File: config.mk
export PLATFORM = sky130hd
export DESIGN_NAME = smvm_result_assembler_flat
export DESIGN_NICKNAME = d
export VERILOG_FILES = /design/src/rtl/smvm_result_assembler_if.sv /design/src/rtl/smvm_result_assembler.sv /design/src/flat_wrapper.sv
export SDC_FILE = /design/constraint.sdc
export NUM_CORES = 1
export LEC_CHECK = 0
export CORE_MARGIN = 5
export CORE_UTILIZATION = 32
export DETAILED_ROUTE_END_ITERATION = 10
export SLEW_MARGIN = 20
export SYNTH_ARGS = -nofsm -noshare
export SYNTH_HDL_FRONTEND = slang
export SYNTH_SLANG_ARGS = --single-unit
File: constraint.sdc
create_clock -name clk -period 2.8 [get_ports clk]
set_input_delay 0.84 -clock clk [delete_from_list [all_inputs] [get_ports clk]]
set_output_delay 0.84 -clock clk [all_outputs]
set_load 0.03 [all_outputs]
File: src/rtl/smvm_result_assembler_if.sv
// Host-side bundle for the SMVM result assembler:
// half-word input stream in, assembled result stream out.
interface smvm_result_assembler_if #(
    parameter int ROW_W = 8
);
    logic             in_valid;
    logic [13:0]      in_data;
    logic             res_valid;
    logic             res_ready;
    logic [27:0]      res_data;
    logic [ROW_W-1:0] res_row;
    logic             res_last;

    modport master (
        output in_valid, in_data, res_ready,
        input  res_valid, res_data, res_row, res_last
    );

    modport slave (
        input  in_valid, in_data, res_ready,
        output res_valid, res_data, res_row, res_last
    );
endinterface

File: src/rtl/smvm_result_assembler.sv
// Re-pairs SMVM half-words into 28-bit results, tags them with
// a row index and queues them for the host behind a small FIFO.
module smvm_result_assembler #(
    parameter int DEPTH = 8,
    parameter int ROW_W = 8
) (
    input  logic                  clk,
    input  logic                  rst_n,
    input  logic                  start,
    input  logic [ROW_W-1:0]      num_rows,
    smvm_result_assembler_if.slave bus,
    output logic                  busy,
    output logic                  done,
    output logic                  err
);
    localparam int AW = $clog2(DEPTH);
    localparam int CW = AW + 1;

    typedef enum logic [1:0] {
        S_IDLE,
        S_COLLECT,
        S_DRAIN,
        S_FLUSH_DONE
    } state_t;

    state_t           r_state;
    logic [ROW_W-1:0] r_num_rows;
    logic [ROW_W-1:0] r_row_cnt;
    logic             r_phase;
    logic [13:0]      r_hi;
    logic [AW-1:0]    r_wr_ptr;
    logic [AW-1:0]    r_rd_ptr;
    logic [CW-1:0]    r_count;
    logic             r_done;
    logic             r_err;

    logic [27:0]      r_mem_data [DEPTH];
    logic [ROW_W-1:0] r_mem_row  [DEPTH];
    logic             r_mem_last [DEPTH];

    logic          w_valid;
    logic          w_pop;
    logic          w_full;
    logic          w_push;
    logic          w_wr;
    logic          w_drop;
    logic          w_last;
    logic [CW-1:0] w_cnt_nxt;

    assign w_valid   = (r_count != '0);
    assign w_pop     = w_valid && bus.res_ready;
    assign w_full    = (r_count == CW'(DEPTH));
    assign w_push    = (r_state == S_COLLECT) && bus.in_valid
                       && r_phase && !start;
    // A full FIFO still accepts a push when the head leaves this cycle.
    assign w_wr      = w_push && (!w_full || w_pop);
    assign w_drop    = w_push && !w_wr;
    assign w_last    = (r_row_cnt == r_num_rows - ROW_W'(1));
    assign w_cnt_nxt = r_count + CW'(w_wr) - CW'(w_pop);

    assign bus.res_valid = w_valid;
    assign bus.res_data  = r_mem_data[r_rd_ptr];
    assign bus.res_row   = r_mem_row[r_rd_ptr];
    assign bus.res_last  = r_mem_last[r_rd_ptr];

    assign busy = (r_state != S_IDLE);
    assign done = r_done;
    assign err  = r_err;

    always_ff @(posedge clk or negedge rst_n) begin
        if (!rst_n) begin
            r_state    <= S_IDLE;
            r_num_rows <= '0;
            r_row_cnt  <= '0;
            r_phase    <= 1'b0;
            r_hi       <= '0;
            r_wr_ptr   <= '0;
            r_rd_ptr   <= '0;
            r_count    <= '0;
            r_done     <= 1'b0;
            r_err      <= 1'b0;
            for (int i = 0; i < DEPTH; i++) begin
                r_mem_data[i] <= '0;
                r_mem_row[i]  <= '0;
                r_mem_last[i] <= 1'b0;
            end
        end else begin
            r_done <= 1'b0;
            if (start) begin
                r_count    <= '0;
                r_wr_ptr   <= '0;
                r_rd_ptr   <= '0;
                r_row_cnt  <= '0;
                r_phase    <= 1'b0;
                r_err      <= 1'b0;
                r_num_rows <= num_rows;
                if (num_rows == '0) begin
                    r_state <= S_FLUSH_DONE;
                    r_done  <= 1'b1;
                end else begin
                    r_state <= S_COLLECT;
                end
            end else begin
                if (w_wr) begin
                    r_mem_data[r_wr_ptr] <= {r_hi, bus.in_data};
                    r_mem_row[r_wr_ptr]  <= r_row_cnt;
                    r_mem_last[r_wr_ptr] <= w_last;
                    r_wr_ptr             <= r_wr_ptr + AW'(1);
                end
                if (w_pop)
                    r_rd_ptr <= r_rd_ptr + AW'(1);
                r_count <= w_cnt_nxt;
                if (w_drop)
                    r_err <= 1'b1;

                unique case (r_state)
                    S_IDLE: ;
                    S_COLLECT: begin
                        if (bus.in_valid) begin
                            if (!r_phase) begin
                                r_hi    <= bus.in_data;
                                r_phase <= 1'b1;
                            end else begin
                                // Row count advances even on a drop.
                                r_phase   <= 1'b0;
                                r_row_cnt <= r_row_cnt + ROW_W'(1);
                                if (w_last)
                                    r_state <= S_DRAIN;
                            end
                        end
                    end
                    S_DRAIN: begin
                        if (bus.in_valid)
                            r_err <= 1'b1;
                        if ((r_count == '0) ||
                            (w_pop && r_count == CW'(1))) begin
                            r_done  <= 1'b1;
                            r_state <= S_IDLE;
                        end
                    end
                    S_FLUSH_DONE: r_state <= S_IDLE;
                    default:      r_state <= S_IDLE;
                endcase
            end
        end
    end
endmodule

File: src/flat_wrapper.sv
// flat-port wrapper written by rule: the top's interface ports become plain ports
module smvm_result_assembler_flat 
#(
    parameter int DEPTH = 8,
    parameter int ROW_W = 8
)
  (clk, rst_n, start, num_rows, busy, done, err, bus_in_valid, bus_in_data, bus_res_ready, bus_res_valid, bus_res_data, bus_res_row, bus_res_last);
  smvm_result_assembler_if #(.ROW_W(ROW_W)) bus_i ();
  input  logic clk;
  input  logic rst_n;
  input  logic start;
  input  logic [ROW_W-1:0] num_rows;
  output logic busy;
  output logic done;
  output logic err;
  input wire logic [$bits(bus_i.in_valid)-1:0] bus_in_valid;
  input wire logic [$bits(bus_i.in_data)-1:0] bus_in_data;
  input wire logic [$bits(bus_i.res_ready)-1:0] bus_res_ready;
  output wire logic [$bits(bus_i.res_valid)-1:0] bus_res_valid;
  output wire logic [$bits(bus_i.res_data)-1:0] bus_res_data;
  output wire logic [$bits(bus_i.res_row)-1:0] bus_res_row;
  output wire logic [$bits(bus_i.res_last)-1:0] bus_res_last;
  assign bus_i.in_valid = bus_in_valid;
  assign bus_i.in_data = bus_in_data;
  assign bus_i.res_ready = bus_res_ready;
  assign bus_res_valid = bus_i.res_valid;
  assign bus_res_data = bus_i.res_data;
  assign bus_res_row = bus_i.res_row;
  assign bus_res_last = bus_i.res_last;
  smvm_result_assembler #(.DEPTH(DEPTH), .ROW_W(ROW_W)) u_core (.clk(clk), .rst_n(rst_n), .start(start), .num_rows(num_rows), .bus(bus_i), .busy(busy), .done(done), .err(err));
endmodule
# After elaboration in Yosys (flattened, before gate mapping)
# Cells that the tools add are included.
[word_totals]
out_inout_bits = 41
ff_bits = 341
[op_classes]
n_reduce_logical = 28
muxes = 46
order_cmp = 3
eq_ne = 10
addsub = 6
bitwise = 4
[op_table]
columns = ["operator", "count"]
rows = [
  ["bitwise mux 224 bit", 1],
  ["binary-select mux 28 bit (select 3 bit)", 1],
  ["demux 28 bit (select 3 bit)", 1],
  ["2-to-1 mux 28 bit", 3],
  ["bitwise mux 64 bit", 1],
  ["2-to-1 mux 8 bit", 7],
  ["binary-select mux 8 bit (select 3 bit)", 1],
  ["demux 8 bit (select 3 bit)", 1],
  ["2-to-1 mux 1 bit", 15],
  ["2-to-1 mux 2 bit", 6],
  ["2-to-1 mux 3 bit", 4],
  ["nonzero test 2 bit", 6],
  ["inequality test 3 x 2 -> 1 bit (second input constant)", 3],
  ["adder 8 x 1 -> 8 bit (second input constant)", 1],
  ["bitwise mux 8 bit", 1],
  ["== test 8 bit", 1],
  [">= comparator 4 bit (second input constant)", 2],
  ["logical AND 1 bit", 8],
  ["logical NOT 8 bit", 1],
  ["NOT 3 -> 4 bit", 2],
  ["nonzero test 4 bit", 2],
  ["subtractor 8 x 1 -> 8 bit (second input constant)", 1],
  ["adder 3 x 1 -> 3 bit (second input constant)", 2],
  ["case mux 2 bit (3 select lines)", 1],
  ["19 further kinds", 25],
]

# Longest topological paths before layout
[logic_depth]
depth_word = 11
mapped_depth = 12
ltp_nobuf = 12

# Worst setup path before layout
# Ideal clock, no wire load.
[synth_timing]
path_type = "reg2out"
from = "reg u_core.r_rd_ptr[0]"
to = "out bus_res_last"
arrival_time_ps = 1977
slack_ps = -17
path_stages_with_launch = 5
cell_sequence = "dfrtp_1 -> clkbuf_1 -> buf_2 -> mux4_2 -> mux2_2"
[synth_between]
elab_chain_len = 4
[synth_lines]
columns = ["item", "line", "rtl"]
rows = [
  ["start: declaration", "smvm_result_assembler.sv:32", "logic [AW-1:0] r_rd_ptr;"],
  ["start signal: assignment", "smvm_result_assembler.sv:111", "r_rd_ptr <= r_rd_ptr + AW'(1);"],
  ["NOT 3 -> 4 bit (not written as such)", "smvm_result_assembler.sv:64", "assign bus.res_last = r_mem_last[r_rd_ptr];"],
  ["binary-select mux 1 bit (select 3 bit)", "smvm_result_assembler.sv:64", ""],
  ["2-to-1 mux 1 bit (not written as such) (2 in series)", "smvm_result_assembler.sv:64", ""],
  ["end: declaration", "flat_wrapper.sv:22", "output wire logic [$bits(bus_i.res_last)-1:0] bus_res_last;"],
]
# Every way passes these cells. The select of a mux whose other input is x is not followed.

# Worst setup path in the final report
[layout_timing]
from = "reg u_core.r_rd_ptr[0]"
to = "out bus_res_data[7]"
[layout_between]
elab_chain_len = 4
[layout_lines]
columns = ["item", "line", "rtl"]
rows = [
  ["NOT 3 -> 4 bit (not written as such)", "smvm_result_assembler.sv:62", "assign bus.res_data = r_mem_data[r_rd_ptr];"],
  ["binary-select mux 28 bit (select 3 bit)", "smvm_result_assembler.sv:62", ""],
  ["2-to-1 mux 28 bit (not written as such) (2 in series)", "smvm_result_assembler.sv:62", ""],
  ["end: declaration", "flat_wrapper.sv:20", "output wire logic [$bits(bus_i.res_data)-1:0] bus_res_data;"],
]
# Every way passes these cells. The select of a mux whose other input is x is not followed.

==> results.sh <==
export IMPL_p_int_mw=10.32
export IMPL_synth_edf_count=0
export IMPL_pre_cts_slack_ns=-0.1636
export IMPL_drv_cap=0
export IMPL_crit_fanout=7
export IMPL_htreeDepth=2
export IMPL_use_met2=0.2374
export IMPL_syn_area_mm2=0.01559
export IMPL_synth_xor_xnor_area_share=0.01123
export IMPL_fp_dieH_um=230.8
export IMPL_dpl_cell_count=1733
export IMPL_hold_viol_final=0
export IMPL_yosysMostFrequentCell="dfrtp_1"
export IMPL_wl_um=37860
export IMPL_max_freq_mhz=315.7
export IMPL_cp_start_kind="register"
export IMPL_worstRegToRegCells=8
export IMPL_first_pass_iters=5
export IMPL_diodes=0
export IMPL_syn2layout_area_growth_pct=22.35
export IMPL_initial_core_util=0.3252
export IMPL_crit_chain="buf_12, buf_16, mux4_2, mux2_4, buf_6"
export IMPL_drive_gt1_frac=0.4629
export IMPL_io_buffer_count=67
export IMPL_reg2reg_slack_ns=0.37
export IMPL_drv_slew=0
export IMPL_synth_seq_cells=341
export IMPL_n_fill_cell=4416
export IMPL_rsz0062_at_grt="yes"
export IMPL_cp_endpoint="bus_res_data[7]"
export IMPL_setup_slack_ns=-0.3672
export IMPL_p_per_area_mw_per_mm2=762.6
export IMPL_p_seq_frac=0.393
export IMPL_yosys_area_share_simple=0.05536
export IMPL_dp_hpwl_um=22720
export IMPL_drtIter0Drc=497
export IMPL_arrival_ns=2.33
export IMPL_insertion_delay_ns=0.54
export IMPL_ys_seq_area_frac=0.5472
export IMPL_avgRoutedWirePerCell_um=20.85
export IMPL_root_buffer="clkbuf_16"
export IMPL_reg2reg_from="u_core.r_state[1]$_DFFE_PN0P_"
export IMPL_cts_tree="built"
export IMPL_critPathLaunch="u_core.r_rd_ptr[0]$_DFFE_PN0P_"
export IMPL_cts_max_path_buffers=3
export IMPL_finClkSkew_ns=0.02565
export IMPL_yosysWarnings=0
export IMPL_synthAdderAreaFrac=0.01252
export IMPL_finish_utilization=0.3979
export IMPL_critPathTopFamily="multiplexers"
export IMPL_p_leak_nw=9.033
export IMPL_viasPerCell=5.039
export IMPL_rows=80
export IMPL_nets=1212
export IMPL_worst_pin_slew_ns=0.5836
export IMPL_status="complete, but fails checks"
export IMPL_cp_slowest_cell="mux4_2"
export IMPL_violations="negative setup slack"
export IMPL_p_sw_mw=4.232
export IMPL_gr_usage_met3=0.02396
export IMPL_grt_use_met1=0.2043
export IMPL_netlist_instances=1074
export IMPL_grt_antenna_before_repair=0
export IMPL_min_period_ns=3.167
export IMPL_drtAntennaViolNets=0
export IMPL_cts_clk_slew_worst_paths_ns=0.06
export IMPL_cts_buffers=39
export IMPL_async_flop_share=1.000
export IMPL_clock_sinks=341
export IMPL_rr_endpoint="u_core.r_mem_data[147]$_DFFE_PN0P_"
export IMPL_swShare=0.2909
export IMPL_final_setup_viol_count=37
export IMPL_synth_compound_area_share=0.01701
export IMPL_finalCritPeriodShare=1.131
export IMPL_die_x_um=230.8
export IMPL_synth_nets=1116
export IMPL_synth_main_ff_cell="dfrtp_1"
export IMPL_place_area_mm2=0.01731
export IMPL_multi_input_area_mm2=0.006788
export IMPL_grt_pass1_vias=9932
export IMPL_remaining_drc_errors=0
export IMPL_holdCritPathClass="in2async"
export IMPL_avgSynthCellArea_um2=14.52
export IMPL_max_stage_delay_ns=0.55
export IMPL_slew_headroom=0.6060
export IMPL_ios=68
export IMPL_crit_cells=5
export IMPL_yosys_area_top_type="dfrtp_1"
export IMPL_grt_max_degree=83
export IMPL_regArea_mm2=0.008542
export IMPL_gr_total_overflow=0
export IMPL_synth_mux_area_frac=0.3310
export IMPL_grt_usage=0.1442
export IMPL_yosys_top_cells_area="dfrtp_1 (55%), mux2_2 (22%), mux4_2 (11%), nand2_1 (3.0%), ha_1 (1.1%)"
export IMPL_dieArea_mm2=0.05325
export IMPL_gp_congestion=0.7172
export IMPL_vdd_ir_drop_max_mv=0.4193
export IMPL_synth_commonest_cells="dfrtp_1 (341), mux2_2 (305), nand2_1 (125)"
export IMPL_cp_num_buf_inv=3
export IMPL_synth_top_area_share=0.5472
export IMPL_top_usage_layer="met2"
export IMPL_core_mm2=0.04795
export IMPL_cp_required_ns=1.96
export IMPL_fin_cells=1816
export IMPL_power_frac_clock=0.356
export IMPL_synth_top_family_by_area="multiplexers"
export IMPL_design_area_mm2=0.01908
export IMPL_grt_pass1_wl_um=60700
export IMPL_synth_cell_type_count=49
export IMPL_critPathKind="reg2out"
export IMPL_vias=9150
export IMPL_pwr_share_comb=0.252
export IMPL_setup_worst_path_end_class="output pin"
layout make-up:
type	instances	share of cell area
sequential	341	0.4477
clock inverter	11	0.006492
tap	615	0.04033
inverter	16	0.003148
clock buffer	61	0.06289
multi-input combinational	647	0.3558
timing repair buffer	125	0.08368
stage by stage:
stage | power [mW] | TNS, ns | hold slack, ns
global placement | 8.926 | -19.83 | 0.4520
finish | 14.55 | -11.87 | 0.1879
global route | 15.23 | -14.29 | 0.1831
CTS | 14.67 | -13.23 | 0.1771
detailed placement | 8.982 | -18.22 | 0.4583
floorplan | 7.688 | 0 | 0.4405
cells in the final DEF, fill, tap and decap left out, types with 9 or more instances in the layout:
master,Yosys,layout
clkdlybuf4s50_1,0,27
mux2_2,305,276
mux4_2,74,74
buf_12,0,26
mux2_4,0,29
clkbuf_1,33,9
clkbuf_8,0,12
clkbuf_16,0,42
xor2_1,14,14
nor2_1,23,23
inv_1,16,16
nand2_1,125,125
o21ai_0,14,14
dfrtp_1,341,338
ha_1,14,14
buf_4,8,31
buf_6,4,31
flip-flops by register name (all words and copies together) (netlist names):
name and cells:
u_core.r_row_cnt 8, u_core.r_phase 1, u_core.r_mem_last 8, u_core.r_wr_ptr 3
u_core.r_count 4, u_core.done 1, u_core.r_hi 14, u_core.r_num_rows 8
u_core.r_mem_row 64, u_core.r_rd_ptr 3, u_core.r_state 2, u_core.err 1
u_core.r_mem_data 224
routing by layer:
layer	routed length [µm]	vias up
met4	556	0
met5	0	-
met2	18250	139
li1	-	4063
met1	17670	4907
met3	1385	41
worst min-delay path by stage:
stage	to	cells past startpoint	from	slack (ns)
after global placement	u_core.r_mem_row[37]$_DFFE_PN0P_	2	u_core.r_mem_row[37]$_DFFE_PN0P_	0.45
after detailed placement	u_core.r_mem_data[119]$_DFFE_PN0P_	2	u_core.r_mem_data[119]$_DFFE_PN0P_	0.46
after CTS	u_core.r_num_rows[4]$_DFFE_PN0P_	1	rst_n	0.18
after floorplan	u_core.r_mem_data[112]$_DFFE_PN0P_	2	u_core.r_mem_data[112]$_DFFE_PN0P_	0.44
final	u_core.r_num_rows[7]$_DFFE_PN0P_	1	rst_n	0.19
after global routing	u_core.r_num_rows[4]$_DFFE_PN0P_	1	rst_n	0.18
power by group through the flow:
stage / clock network, mW / registers, mW / logic, mW
final: 5.17 / 5.71 / 3.66
after global routing: 5.51 / 5.77 / 3.95
after CTS: 5.31 / 5.71 / 3.65
after detailed placement: 0 / 5.83 / 3.15
after global placement: 0 / 5.81 / 3.11
after floorplan: 0 / 5.60 / 2.09
worst reg2reg max path: stages (launching register included):
cell,delay [ns]
dfrtp_1,0.39
inv_1,0.10
ha_1,0.26
nand4b_1,0.21
a31oi_4,0.26
and2b_1,0.22
and3b_2,0.25
buf_12,0.22
mux2_2,0.38
cell families after synthesis:
| group | count (synthesis) |
|---|---|
| DFF | 341 |
| AOI/OAI and AO/OA | 35 |
| and+or+nand+nor | 192 |
| muxes | 385 |
| adders and majority gates | 15 |
| xor gates and xnor gates | 20 |
| buffers and inverters | 86 |
what timing repair did:
item / CTS / global route
setup buffers: 4 / 1
hold buffers: 0 / 0
setup endpoints to repair: 38 / 38
cloned: 4 / 2
gates resized for setup: 63 / 4
Note: power is estimated with default switching activity, not from simulation.
